### src/rtl/imm_encoder.sv
// Packs a signed immediate into a RISC-V I/S/B/J instruction template.
// The result is registered and carries a range/alignment error flag.
module imm_encoder #(
  parameter int unsigned CNT_W = 16
) (
  input  logic             clk,
  input  logic             reset,
  input  logic             in_valid,
  output logic             in_ready,
  input  logic [1:0]       ImmSrc,
  input  logic [31:0]      ImmVal,
  input  logic [31:0]      Base,
  output logic             out_valid,
  input  logic             out_ready,
  output logic [31:0]      Instr,
  output logic             ImmErr,
  output logic [CNT_W-1:0] EncCount
);

  localparam logic [1:0] IDLE  = 2'd0;
  localparam logic [1:0] CHECK = 2'd1;
  localparam logic [1:0] PACK  = 2'd2;
  localparam logic [1:0] OUT   = 2'd3;

  localparam logic [1:0] FMT_I = 2'b00;
  localparam logic [1:0] FMT_S = 2'b01;
  localparam logic [1:0] FMT_B = 2'b10;

  logic [1:0]       state_q;
  logic [1:0]       src_q;
  logic [31:0]      val_q;
  logic [31:0]      base_q;
  logic [31:0]      instr_q, instr_d;
  logic             err_q, err_d;
  logic [CNT_W-1:0] cnt_q;

  // An immediate fits when the bits above its top field bit are a pure sign extension.
  always_comb begin
    err_d = 1'b0;
    case (src_q)
      FMT_I, FMT_S: err_d = !((&val_q[31:11]) || (~|val_q[31:11]));
      FMT_B:        err_d = !((&val_q[31:12]) || (~|val_q[31:12])) || val_q[0];
      default:      err_d = !((&val_q[31:20]) || (~|val_q[31:20])) || val_q[0];
    endcase
  end

  always_comb begin
    instr_d = base_q;
    case (src_q)
      FMT_I: instr_d[31:20] = val_q[11:0];
      FMT_S: begin
        instr_d[31:25] = val_q[11:5];
        instr_d[11:7]  = val_q[4:0];
      end
      FMT_B: begin
        instr_d[31]    = val_q[12];
        instr_d[30:25] = val_q[10:5];
        instr_d[11:8]  = val_q[4:1];
        instr_d[7]     = val_q[11];
      end
      default: begin
        instr_d[31]    = val_q[20];
        instr_d[30:21] = val_q[10:1];
        instr_d[20]    = val_q[11];
        instr_d[19:12] = val_q[19:12];
      end
    endcase
  end

  always_ff @(posedge clk) begin
    if (reset) begin
      state_q <= IDLE;
      src_q   <= '0;
      val_q   <= '0;
      base_q  <= '0;
      instr_q <= '0;
      err_q   <= 1'b0;
      cnt_q   <= '0;
    end else begin
      case (state_q)
        IDLE: if (in_valid) begin
          src_q   <= ImmSrc;
          val_q   <= ImmVal;
          base_q  <= Base;
          state_q <= CHECK;
        end
        CHECK: begin
          err_q   <= err_d;
          state_q <= PACK;
        end
        PACK: begin
          instr_q <= instr_d;
          state_q <= OUT;
        end
        default: if (out_ready) begin
          cnt_q   <= cnt_q + CNT_W'(1);
          state_q <= IDLE;
        end
      endcase
    end
  end

  assign in_ready  = (state_q == IDLE) && !reset;
  assign out_valid = (state_q == OUT);
  assign Instr     = instr_q;
  assign ImmErr    = err_q;
  assign EncCount  = cnt_q;

endmodule

### config.mk
export PLATFORM = sky130hd
export DESIGN_NAME = imm_encoder
export DESIGN_NICKNAME = d
export VERILOG_FILES = /design/src/rtl/imm_encoder.sv
export SDC_FILE = /design/constraint.sdc
export NUM_CORES = 1
export LEC_CHECK = 0
export BUFFER_PORTS_ARGS = -buffer_cell sky130_fd_sc_hd__buf_2
export CELL_PAD_IN_SITES_DETAIL_PLACEMENT = 1
export CELL_PAD_IN_SITES_GLOBAL_PLACEMENT = 1
export CORE_MARGIN = 8
export CORE_UTILIZATION = 35
export DETAILED_ROUTE_END_ITERATION = 8
export PLACE_DENSITY = 0.84
export SLEW_MARGIN = 5
export SYNTH_ARGS = -nofsm -noshare
export SYNTH_HDL_FRONTEND = slang
export SYNTH_SLANG_ARGS = --single-unit
### constraint.sdc
create_clock -name clk -period 3.6 [get_ports clk]
set_input_delay 0.72 -clock clk [delete_from_list [all_inputs] [get_ports clk]]
set_output_delay 0.72 -clock clk [all_outputs]
set_load 0.05 [all_outputs]
==> results of run 1 <==
-- layer usage --
metal | routed length [µm] | up-vias | GRT usage (%)
met1 | 5427 | 1877 | 17.57
met2 | 6389 | 74 | 27.68
met5 | 0 | - | 0
met3 | 557 | 14 | 3.972
met4 | 228 | 0 | 5.598
li1 | - | 1990 | -
-- flip-flops by register name (all words and copies together) (netlist names) --
name,flops
Instr,32
val_q,32
base_q,25
EncCount,16
src_q,2
state_q,2
ImmErr,1
-- synthesized netlist by cell type, types with 6 or more instances --
master    number  area (µm²)
a22oi_1        6       45.04
a21oi_1       66       330.3
buf_1          6       22.52
clkbuf_1      22       82.58
nand2_1      131       491.7
nor2_1        50       187.7
ha_1          10       125.1
nand3_1       13       65.06
a211oi_1      13       97.59
nor4_1         7       43.79
mux2i_1       25       250.2
xor2_1         6       52.55
dfxtp_1      110        2202
nand4_1        8       50.05
buf_2          6       30.03
-- worst paths after layout --
path	startpoint	end	slack [ns]
setup reg to reg	state_q[0]$_SDFFE_PP0P_	state_q[0]$_SDFFE_PP0P_	1.37
hold reg to reg	base_q[17]$_SDFFE_PP0P_	base_q[17]$_SDFFE_PP0P_	0.46
setup / recovery	state_q[0]$_SDFFE_PP0P_	state_q[0]$_SDFFE_PP0P_	1.37
hold / removal	base_q[17]$_SDFFE_PP0P_	base_q[17]$_SDFFE_PP0P_	0.46
-- critical path, stage by stage, from the launching register on --
cell and delay, ns:
dfxtp_1 0.41, inv_1 0.10, ha_1 0.27, nand2_2 0.62
o21ai_0 0.37, mux2i_1 0.25, nor2_1 0.06
-- cells in the final DEF (no fill, tap or decap), types with 2 or more instances in the layout --
cell	instances
clkbuf_1	2
or2_2	2
and3_1	2
nor3_1	3
inv_1	5
buf_2	112
buf_4	3
nand4_1	8
nand2b_1	5
mux2_2	2
nand2_1	130
xnor2_1	4
clkbuf_16	9
xor2_1	6
nor2_1	50
a311oi_1	4
ha_1	9
o31ai_1	2
a21oi_1	66
dfxtp_1	110
nor2b_1	4
nand3_1	13
clkinv_2	2
nor4_1	7
a22oi_1	6
o21ai_0	5
a211oi_1	13
mux2i_1	25
or4_1	2
-- where the power goes --
group | switching [mW] | internal [mW] | total (mW)
registers | 0.151 | 1.44 | 1.59
logic | 0.900 | 0.390 | 1.29
clock network | 0.425 | 0.479 | 0.904
total | 1.48 | 2.31 | 3.78
-- stage by stage --
step / area, µm² / std cells / total power [mW] / util (%)
after floorplan: 4469 / 534 / 2.572 / -
after global placement: 5127 / 786 / 2.870 / 40.80
after detailed placement: 5127 / 786 / 2.934 / 40.80
after CTS: 5384 / 800 / 3.844 / 42.84
after global routing: 5384 / 800 / 4.031 / 42.84
final: 5384 / 800 / 3.784 / 42.84
-- cell families (layout without fill, tap and decap cells) --
logic type      Yosys count  count (layout)  synth area share, %
mux                      27              27                6.103
buf+inv                  40             134                3.695
fa+ha+maj                10              10                2.800
simple gates            235             235                22.79
flops                   110             110                49.27
compound gates          102             102                13.38
xor+xnor                 10              10                1.960
-- area by class of cell --
| type | instances | area share [%] |
|---|---|---|
| flip-flops and latches | 110 | 40.90 |
| multi-input cells | 384 | 39.16 |
| repair buffers | 115 | 10.83 |
| clock buffers | 12 | 4.578 |
| well taps | 172 | 3.997 |
| inverters | 5 | 0.3486 |
| clock inverters | 2 | 0.1859 |
==> flow_summary.yaml, run 1 <==
worst_hold_path:
  hold_class: "flip-flop to flip-flop"
  hold_path_depth: 2
finish:
  multi_input_area_mm2: 0.002108
  antenna_cells: 0
  area_delta_synth_final_pct: 20.46
  layout.nets: 705
  drive_gt1_share_pct: 21.82
  regArea_mm2: 0.002202
  fillers: 1526
clocking:
  cts_tree: "done"
  postCtsSetupRepairBufs: 0
  cts_buffers: 9
  h-tree-depth: 3
  clock_latency_ns: 0.35
  clock_path_buffers: 2
  hold_buffers: 0
  cts.clk_slew.worst_paths_ns: 0.06
  cts_resized: 0
  cts.sinks: 110
  ctsRootBufferMaster: "clkbuf_16"
sta:
  timing.setup.tns_ns: 0
  period_needed_ns: 2.226
  timing.hold.ws_ns: 0.4574
  post-route-period-util_pct: 61.84
  fin_ws_ns: 1.374
  fin_worst_skew_ns: 0.008341
  finalSetupViolCount: 0
  relSlewSlack_pct: 22.77
  hold_violations: 0
  max_freq_ghz: 0.4492
  slew_violations: 0
  worst_pin_slew_ns: 1.159
  rsz0062_at_grt: "false"
logic_synthesis:
  ys_seq_area_share_pct: 49.27
  avgSynthCellArea_um2: 8.369
  yosysWarnings: 0
  synth_ff_type: "dfxtp_1"
  postSynthCellCount: 534
  synthDistinctLibCells: 41
  synth_edf_count: 0
  syn_area_mm2: 0.004469
  async_flop_share_pct: 0
  ys_ff_latch: 110
  syn_nets: 614
global_routing:
  grt_pass1_wl_um: 20630
  antenna_found_initial: 0
  grt_pass1_vias: 4217
  grt-ovfl-total: 0
  track_usage_pct: 15.56
  grt_max_degree: 87
floorplan:
  fp.dieArea_mm2: 0.01664
  initial_core_util_pct: 35.56
  die_x_um: 129
  pin_count: 121
  rows: 41
  design.core.area_mm2: 0.01257
  die_h_um: 129
detailed_routing:
  postRouteAntennaNets: 0
  drt_wl_total_um: 12600
  dr.pass1.iters: 4
  drtIter0Drc: 177
  drcViolationCount: 0
  post_drt_wl_per_cell_um: 15.75
  vias: 3955
  drt-vias-per-instance: 4.944
power_and_ir_drop:
  p_leak_nw: 2.169
  powerDensity_mw_per_mm2: 702.9
  max-vdd-ir-drop_v: 0.0002242
critical_path:
  worst_setup_path_start_kind: "flip-flop"
  rr_worst_depth: 6
  crit_path_end_kind: "flip-flop"
  crit_type: "flip-flop to flip-flop"
  crit_path_max_fanout: 43
  worstPathArrival_ns: 2.42
  critPathRequiredTime_ns: 3.80
status:
  outcome: "finished, final reports clean"
place:
  place_congestion: 0.7296
  port_buffers: 113
  dp_hpwl_um: 8997
  dpl_worst_slack_ns: 1.267
job:
  max_cap_violations: 0
No activity file was read; power rests on OpenSTA's default activity.
==> inputs of run 2 (changes only) <==
--- a/config.mk
+++ b/config.mk
@@ -9,9 +9,9 @@
 export CELL_PAD_IN_SITES_DETAIL_PLACEMENT = 1
 export CELL_PAD_IN_SITES_GLOBAL_PLACEMENT = 1
 export CORE_MARGIN = 8
-export CORE_UTILIZATION = 35
+export CORE_UTILIZATION = 34
 export DETAILED_ROUTE_END_ITERATION = 8
-export PLACE_DENSITY = 0.84
+export PLACE_DENSITY = 0.85
 export SLEW_MARGIN = 5
 export SYNTH_ARGS = -nofsm -noshare
 export SYNTH_HDL_FRONTEND = slang
==> constraint.sdc (replaced) <==
create_clock -name clk -period 1.86 [get_ports clk]
set_input_delay 0.372 -clock clk [delete_from_list [all_inputs] [get_ports clk]]
set_output_delay 0.372 -clock clk [all_outputs]
set_load 0.05 [all_outputs]
==> flow_summary.yaml, run 2 (same netlist as run 1, synthesis figures left out) <==
status:
  outcome: "finished, final reports clean"
clocking:
  cts.clk_slew.worst_paths_ns: 0.07
  cts_buffers: 9
  hold_buffers: 0
  h-tree-depth: 3
  cts_tree: "done"
  clock_path_buffers: 2
  cts.sinks: 110
  ctsRootBufferMaster: "clkbuf_16"
  clock_latency_ns: 0.34
global_routing:
  antenna_found_initial: 2
  grt-ovfl-total: 0
  grt_max_degree: 114
  track_usage_pct: 15.58
  grt_pass1_vias: 4398
  grt_pass1_wl_um: 21020
place:
  numPlacedInstances: 803
  placed_area_mm2: 0.005295
  dp_hpwl_um: 9639
  dpl_worst_slack_ns: 0.04350
  port_buffers: 113
  place_congestion: 0.7661
detailed_routing:
  dr.pass1.iters: 4
  vias: 4079
  postRouteAntennaNets: 0
  drtIter0Drc: 210
  drt_wl_total_um: 13070
  post_drt_wl_per_cell_um: 15.94
  drt-vias-per-instance: 4.974
  drcViolationCount: 0
sta:
  rsz0062_at_grt: "true"
  post-route-period-util_pct: 97.31
  max_freq_ghz: 0.5525
  hold_violations: 0
  slew_violations: 0
  finalSetupViolCount: 0
  timing.setup.tns_ns: 0
  relSlewSlack_pct: 68.24
  fin_ws_ns: 0.05000
  worst_pin_slew_ns: 0.4764
  timing.hold.ws_ns: 0.2684
  period_needed_ns: 1.810
  fin_worst_skew_ns: 0.007259
worst_hold_path:
  hold_path_depth: 3
  min-delay-start: "Base[19]"
  hold_class: "primary input to flip-flop"
critical_path:
  crit_path_max_fanout: 5
  r2r_setup_slack_ns: 0.14
  endpoint: "in_ready"
  cpPeakStageDelay_ns: 0.32
  rr_worst_depth: 6
  cpMaxStageDelayCell: "dfxtp_1"
  crit_path_end_kind: "output port"
  crit_path_cell_trace: "buf_4 -> inv_1 -> ha_2 -> nor2b_2 -> buf_6"
  startpoint: "state_q[0]$_SDFFE_PP0P_"
  worstPathArrival_ns: 1.44
  crit_type: "flip-flop to output port"
  critPathRequiredTime_ns: 1.49
  worst_setup_path_start_kind: "flip-flop"
  reg2reg_from: "state_q[0]$_SDFFE_PP0P_"
  reg2reg_to: "EncCount[15]$_SDFFE_PP0P_"
finish:
  final_cell_mix: "130 x nand2_1, 111 x buf_2, 108 x dfxtp_1, 66 x a21oi_1, 50 x nor2_1"
  area_delta_synth_final_pct: 25.03
  fillers: 1629
  layout.nets: 718
  drive_gt1_share_pct: 24.42
  finish.instance_area_mm2: 0.005588
  fin_util_pct: 42.88
  instances_no_fill: 820
  layout_commonest_cell: "nand2_1"
power_and_ir_drop:
  p_leak_nw: 2.260
  p_int_mw: 4.670
  p_total_mw: 7.593
  p_switching_mw: 2.923
  combPwrFrac_pct: 36.4
  swShare_pct: 38.49
  seqPwrFrac_pct: 40.3
  powerDensity_mw_per_mm2: 1359
  power_frac_clock_pct: 23.2
  max-vdd-ir-drop_v: 0.0005001
floorplan:
  fp.dieArea_mm2: 0.01707
  die_h_um: 130.7
  pin_count: 121
  initial_core_util_pct: 34.29
  design.core.area_mm2: 0.01303
  die_x_um: 130.7
  rows: 42
job:
  max_cap_violations: 0
[run 2: layout make-up]
| type | instances | area [µm²] | share of cell area (%) |
|---|---|---|---|
| sequential | 110 | 2205 | 39.45 |
| clock buffer | 15 | 257.7 | 4.613 |
| antenna | 1 | 2.502 | 0.04478 |
| inverter | 5 | 18.77 | 0.3359 |
| tap | 176 | 220.2 | 3.941 |
| multi-input combinational | 384 | 2130 | 38.11 |
| clock inverter | 1 | 5.005 | 0.08957 |
| timing repair buffer | 128 | 749.5 | 13.41 |
[run 2: per-layer routing]
metal | up-vias | share of wire, % | routed length [µm] | GRT usage, %
li1 | 2012 | - | - | -
met1 | 1952 | 41 | 5370 | 17.13
met2 | 85 | 51 | 6694 | 28.04
met3 | 28 | 4.5 | 588 | 3.166
met4 | 2 | 3.1 | 404 | 7.630
met5 | - | 0.099 | 13 | 0
[run 2: worst min-delay path by stage]
stage / endpoint
after global placement: base_q[3]$_SDFFE_PP0P_
final: base_q[19]$_SDFFE_PP0P_
after floorplan: base_q[12]$_SDFFE_PP0P_
after global routing: val_q[8]$_SDFFE_PP0P_
after CTS: base_q[1]$_SDFFE_PP0P_
after detailed placement: base_q[7]$_SDFFE_PP0P_
[run 2: repair_timing]
action	in CTS	in global routing
setup buffers	0	0
gates resized for setup	2	7
setup endpoints to repair	1	6
[run 2: worst max-delay path, delay by kind of cell (launching register included)]
family                   cells  cell delay [ns]
adder cells (fa/ha/maj)      1             0.23
buffers and inverters        3             0.40
flip-flops                   1             0.32
AND/OR/NAND/NOR              1             0.16
[run 2: power by group through the flow]
| stage | clock, mW | combinational, mW | sequential, mW |
|---|---|---|---|
| after floorplan | 0 | 1.38 | 3.60 |
| after global placement | 0 | 2.68 | 3.07 |
| after detailed placement | 0 | 2.78 | 3.12 |
| after CTS | 1.83 | 2.80 | 3.06 |
| after global routing | 1.91 | 3.02 | 3.12 |
| final | 1.76 | 2.77 | 3.06 |
==> inputs of run 3 (changes only) <==
--- a/config.mk
+++ b/config.mk
@@ -5,13 +5,14 @@
 export SDC_FILE = /design/constraint.sdc
 export NUM_CORES = 1
 export LEC_CHECK = 0
+export ABC_AREA = 1
 export BUFFER_PORTS_ARGS = -buffer_cell sky130_fd_sc_hd__buf_2
 export CELL_PAD_IN_SITES_DETAIL_PLACEMENT = 1
 export CELL_PAD_IN_SITES_GLOBAL_PLACEMENT = 1
 export CORE_MARGIN = 8
-export CORE_UTILIZATION = 34
+export CORE_UTILIZATION = 33
 export DETAILED_ROUTE_END_ITERATION = 8
-export PLACE_DENSITY = 0.85
+export PLACE_DENSITY = 0.84
 export SLEW_MARGIN = 5
 export SYNTH_ARGS = -nofsm -noshare
 export SYNTH_HDL_FRONTEND = slang
==> flow_summary.yaml, run 3 <==
floorplan:
  initial_core_util_pct: 33.30
  pin_count: 121
  design.core.area_mm2: 0.01372
  die_x_um: 133.7
  rows: 43
  fp.dieArea_mm2: 0.01786
  die_h_um: 133.7
critical_path:
  worstPathArrival_ns: 1.41
  crit_type: "flip-flop to output port"
  cpPeakStageDelay_ns: 0.40
  cpMaxStageDelayCell: "dfxtp_1"
  crit_path_cell_trace: "inv_1 -> ha_1 -> inv_1 -> nor2_1 -> buf_4"
  worst_setup_path_start_kind: "flip-flop"
  critPathRequiredTime_ns: 1.49
  r2r_setup_slack_ns: 0.17
  crit_path_frequent_cell: "inv_1"
  crit_path_end_kind: "output port"
  reg2reg_from: "state_q[0]$_SDFFE_PP0P_"
  reg2reg_to: "Instr[5]$_SDFFE_PP0N_"
  rr_worst_depth: 6
  crit_path_max_fanout: 4
clocking:
  cts_tree: "done"
  h-tree-depth: 3
  clock_path_buffers: 2
  hold_buffers: 0
  cts_resized: 0
  clock_latency_ns: 0.35
  cts_buffers: 9
  cts.sinks: 110
  cts.clk_slew.worst_paths_ns: 0.07
  ctsRootBufferMaster: "clkbuf_16"
  postCtsSetupRepairBufs: 0
sta:
  worst_pin_slew_ns: 0.4404
  fin_worst_skew_ns: 0.01181
  period_needed_ns: 1.778
  relSlewSlack_pct: 70.61
  hold_violations: 0
  finalSetupViolCount: 0
  slew_violations: 0
  max_freq_ghz: 0.5623
  timing.hold.ws_ns: 0.2689
  rsz0062_at_grt: "false"
  post-route-period-util_pct: 95.62
  fin_ws_ns: 0.08155
  timing.setup.tns_ns: 0
global_routing:
  grt_pass1_vias: 4595
  grt-ovfl-total: 0
  track_usage_pct: 16.27
  grt_pass1_wl_um: 23340
  antenna_found_initial: 0
  grt_max_degree: 69
place:
  dp_hpwl_um: 10350
  dpl_worst_slack_ns: 0.1940
  port_buffers: 113
  placed_area_mm2: 0.005353
  place_congestion: 0.7563
power_and_ir_drop:
  p_leak_nw: 2.578
  max-vdd-ir-drop_v: 0.0006311
  powerDensity_mw_per_mm2: 1527
logic_synthesis:
  syn_nets: 700
  avgSynthCellArea_um2: 7.368
  synth_area_leader_cell: "dfxtp_1"
  async_flop_share_pct: 0
  syn_area_mm2: 0.004568
  synthTopCellsByArea: "dfxtp_1 48%, nor2_1 14%, o21ai_0 11%, nand2_1 4.9%, a21oi_1 4.1%"
  synthDistinctLibCells: 30
  ys_seq_area_share_pct: 48.21
  postSynthCellCount: 620
  ys_ff_latch: 110
  synth_ff_type: "dfxtp_1"
  yosysWarnings: 0
  synth_edf_count: 0
  yosysTopAreaCellShare_pct: 48.21
  synthTopCellsByCount: "168 x nor2_1, 110 x dfxtp_1, 100 x o21ai_0, 60 x nand2_1, 42 x inv_1"
  yosysMostFrequentCell: "nor2_1"
detailed_routing:
  drt_wl_total_um: 14270
  drt-vias-per-instance: 4.880
  postRouteAntennaNets: 0
  vias: 4416
  drcViolationCount: 0
  post_drt_wl_per_cell_um: 15.76
  drtIter0Drc: 233
  dr.pass1.iters: 4
worst_hold_path:
  hold_path_depth: 3
  min-delay-start: "Base[18]"
  hold_class: "primary input to flip-flop"
  hold_path_end: "base_q[18]$_SDFFE_PP0P_"
finish:
  final_cell_mix: "168 x nor2_1, 112 x buf_2, 110 x dfxtp_1, 100 x o21ai_0, 59 x nand2_1"
  area_delta_synth_final_pct: 23.25
  antenna_cells: 0
  layout_commonest_cell: "nor2_1"
  finish.instance_area_mm2: 0.005630
  layout.nets: 800
  drive_gt1_share_pct: 21.38
job:
  max_cap_violations: 0
status:
  outcome: "finished, final reports clean"
[run 3: cell types whose count changed after synthesis, moves of 8 or more]
cell,previous run,this run
a21oi_1,66,37
inv_1,5,42
mux2i_1,25,0
o21ai_0,5,100
nor2_1,50,168
a211oi_1,13,3
o211ai_1,0,8
nand2_1,131,60
[run 3: worst max path at each step]
stage,start,to,slack [ns],cells after the start
floorplan,EncCount[0]$_SDFFE_PP0P_,EncCount[12]$_SDFFE_PP0P_,0.14,7
global placement,state_q[0]$_SDFFE_PP0P_,EncCount[13]$_SDFFE_PP0P_,0.27,10
detailed placement,state_q[0]$_SDFFE_PP0P_,Instr[5]$_SDFFE_PP0N_,0.19,6
CTS,state_q[1]$_SDFFE_PP0P_,in_ready,0.03,5
global route,state_q[1]$_SDFFE_PP0P_,in_ready,0.01,5
finish,state_q[0]$_SDFFE_PP0P_,in_ready,0.08,5
[run 3: area by class of cell]
| cell class | count | area (µm²) |
|---|---|---|
| repair buffers | 123 | 693.2 |
| inverters | 46 | 172.7 |
| flip-flops and latches | 110 | 2202 |
| fillers | 1754 | 8089 |
| clock buffers | 11 | 242.7 |
| multi-input cells | 430 | 2062 |
| well taps | 180 | 225.2 |
| clock inverters | 5 | 32.53 |
[run 3: metrics by stage]
stage / utilization (%) / total power [mW] / instances
final: 41.04 / 8.600 / 905
after detailed placement: 39.02 / 6.823 / 889
after CTS: 41.02 / 8.692 / 905
after floorplan: - / 5.776 / 620
after global placement: 39.02 / 6.702 / 889
after global routing: 41.04 / 9.169 / 905
[run 3: routing by layer]
metal / routed length [µm] / vias up / track usage [%]
met5: 0 / - / 0
met4: 239 / 0 / 5.802
met3: 366 / 18 / 3.050
met2: 7168 / 69 / 28.99
met1: 6492 / 2111 / 18.97
li1: - / 2218 / -
[run 3: report_power, final]
| group | switching [mW] | leakage [nW] | internal, mW |
|---|---|---|---|
| logic | 2.39 | 1.53 | 0.920 |
| registers | 0.446 | 0.904 | 3.00 |
| clock network | 0.894 | 0.140 | 0.948 |
| total | 3.73 | 2.58 | 4.87 |
[run 3: cell families (layout without fill, tap and decap cells)]
group	count (synthesis)	count (layout)	synth area share, %
compound gates	158	158	18.35
xor+xnor	1	1	0.1918
flops	110	110	48.21
fa+ha+maj	10	10	2.739
buf+inv	80	185	6.710
simple gates	261	261	23.80
[run 3: critical path: cells and delay by family (launching register included)]
kind / cells / cell delay, ns
flip-flops: 1 / 0.40
buffers and inverters: 3 / 0.38
AND/OR/NAND/NOR: 1 / 0.04
adder cells (fa/ha/maj): 1 / 0.24
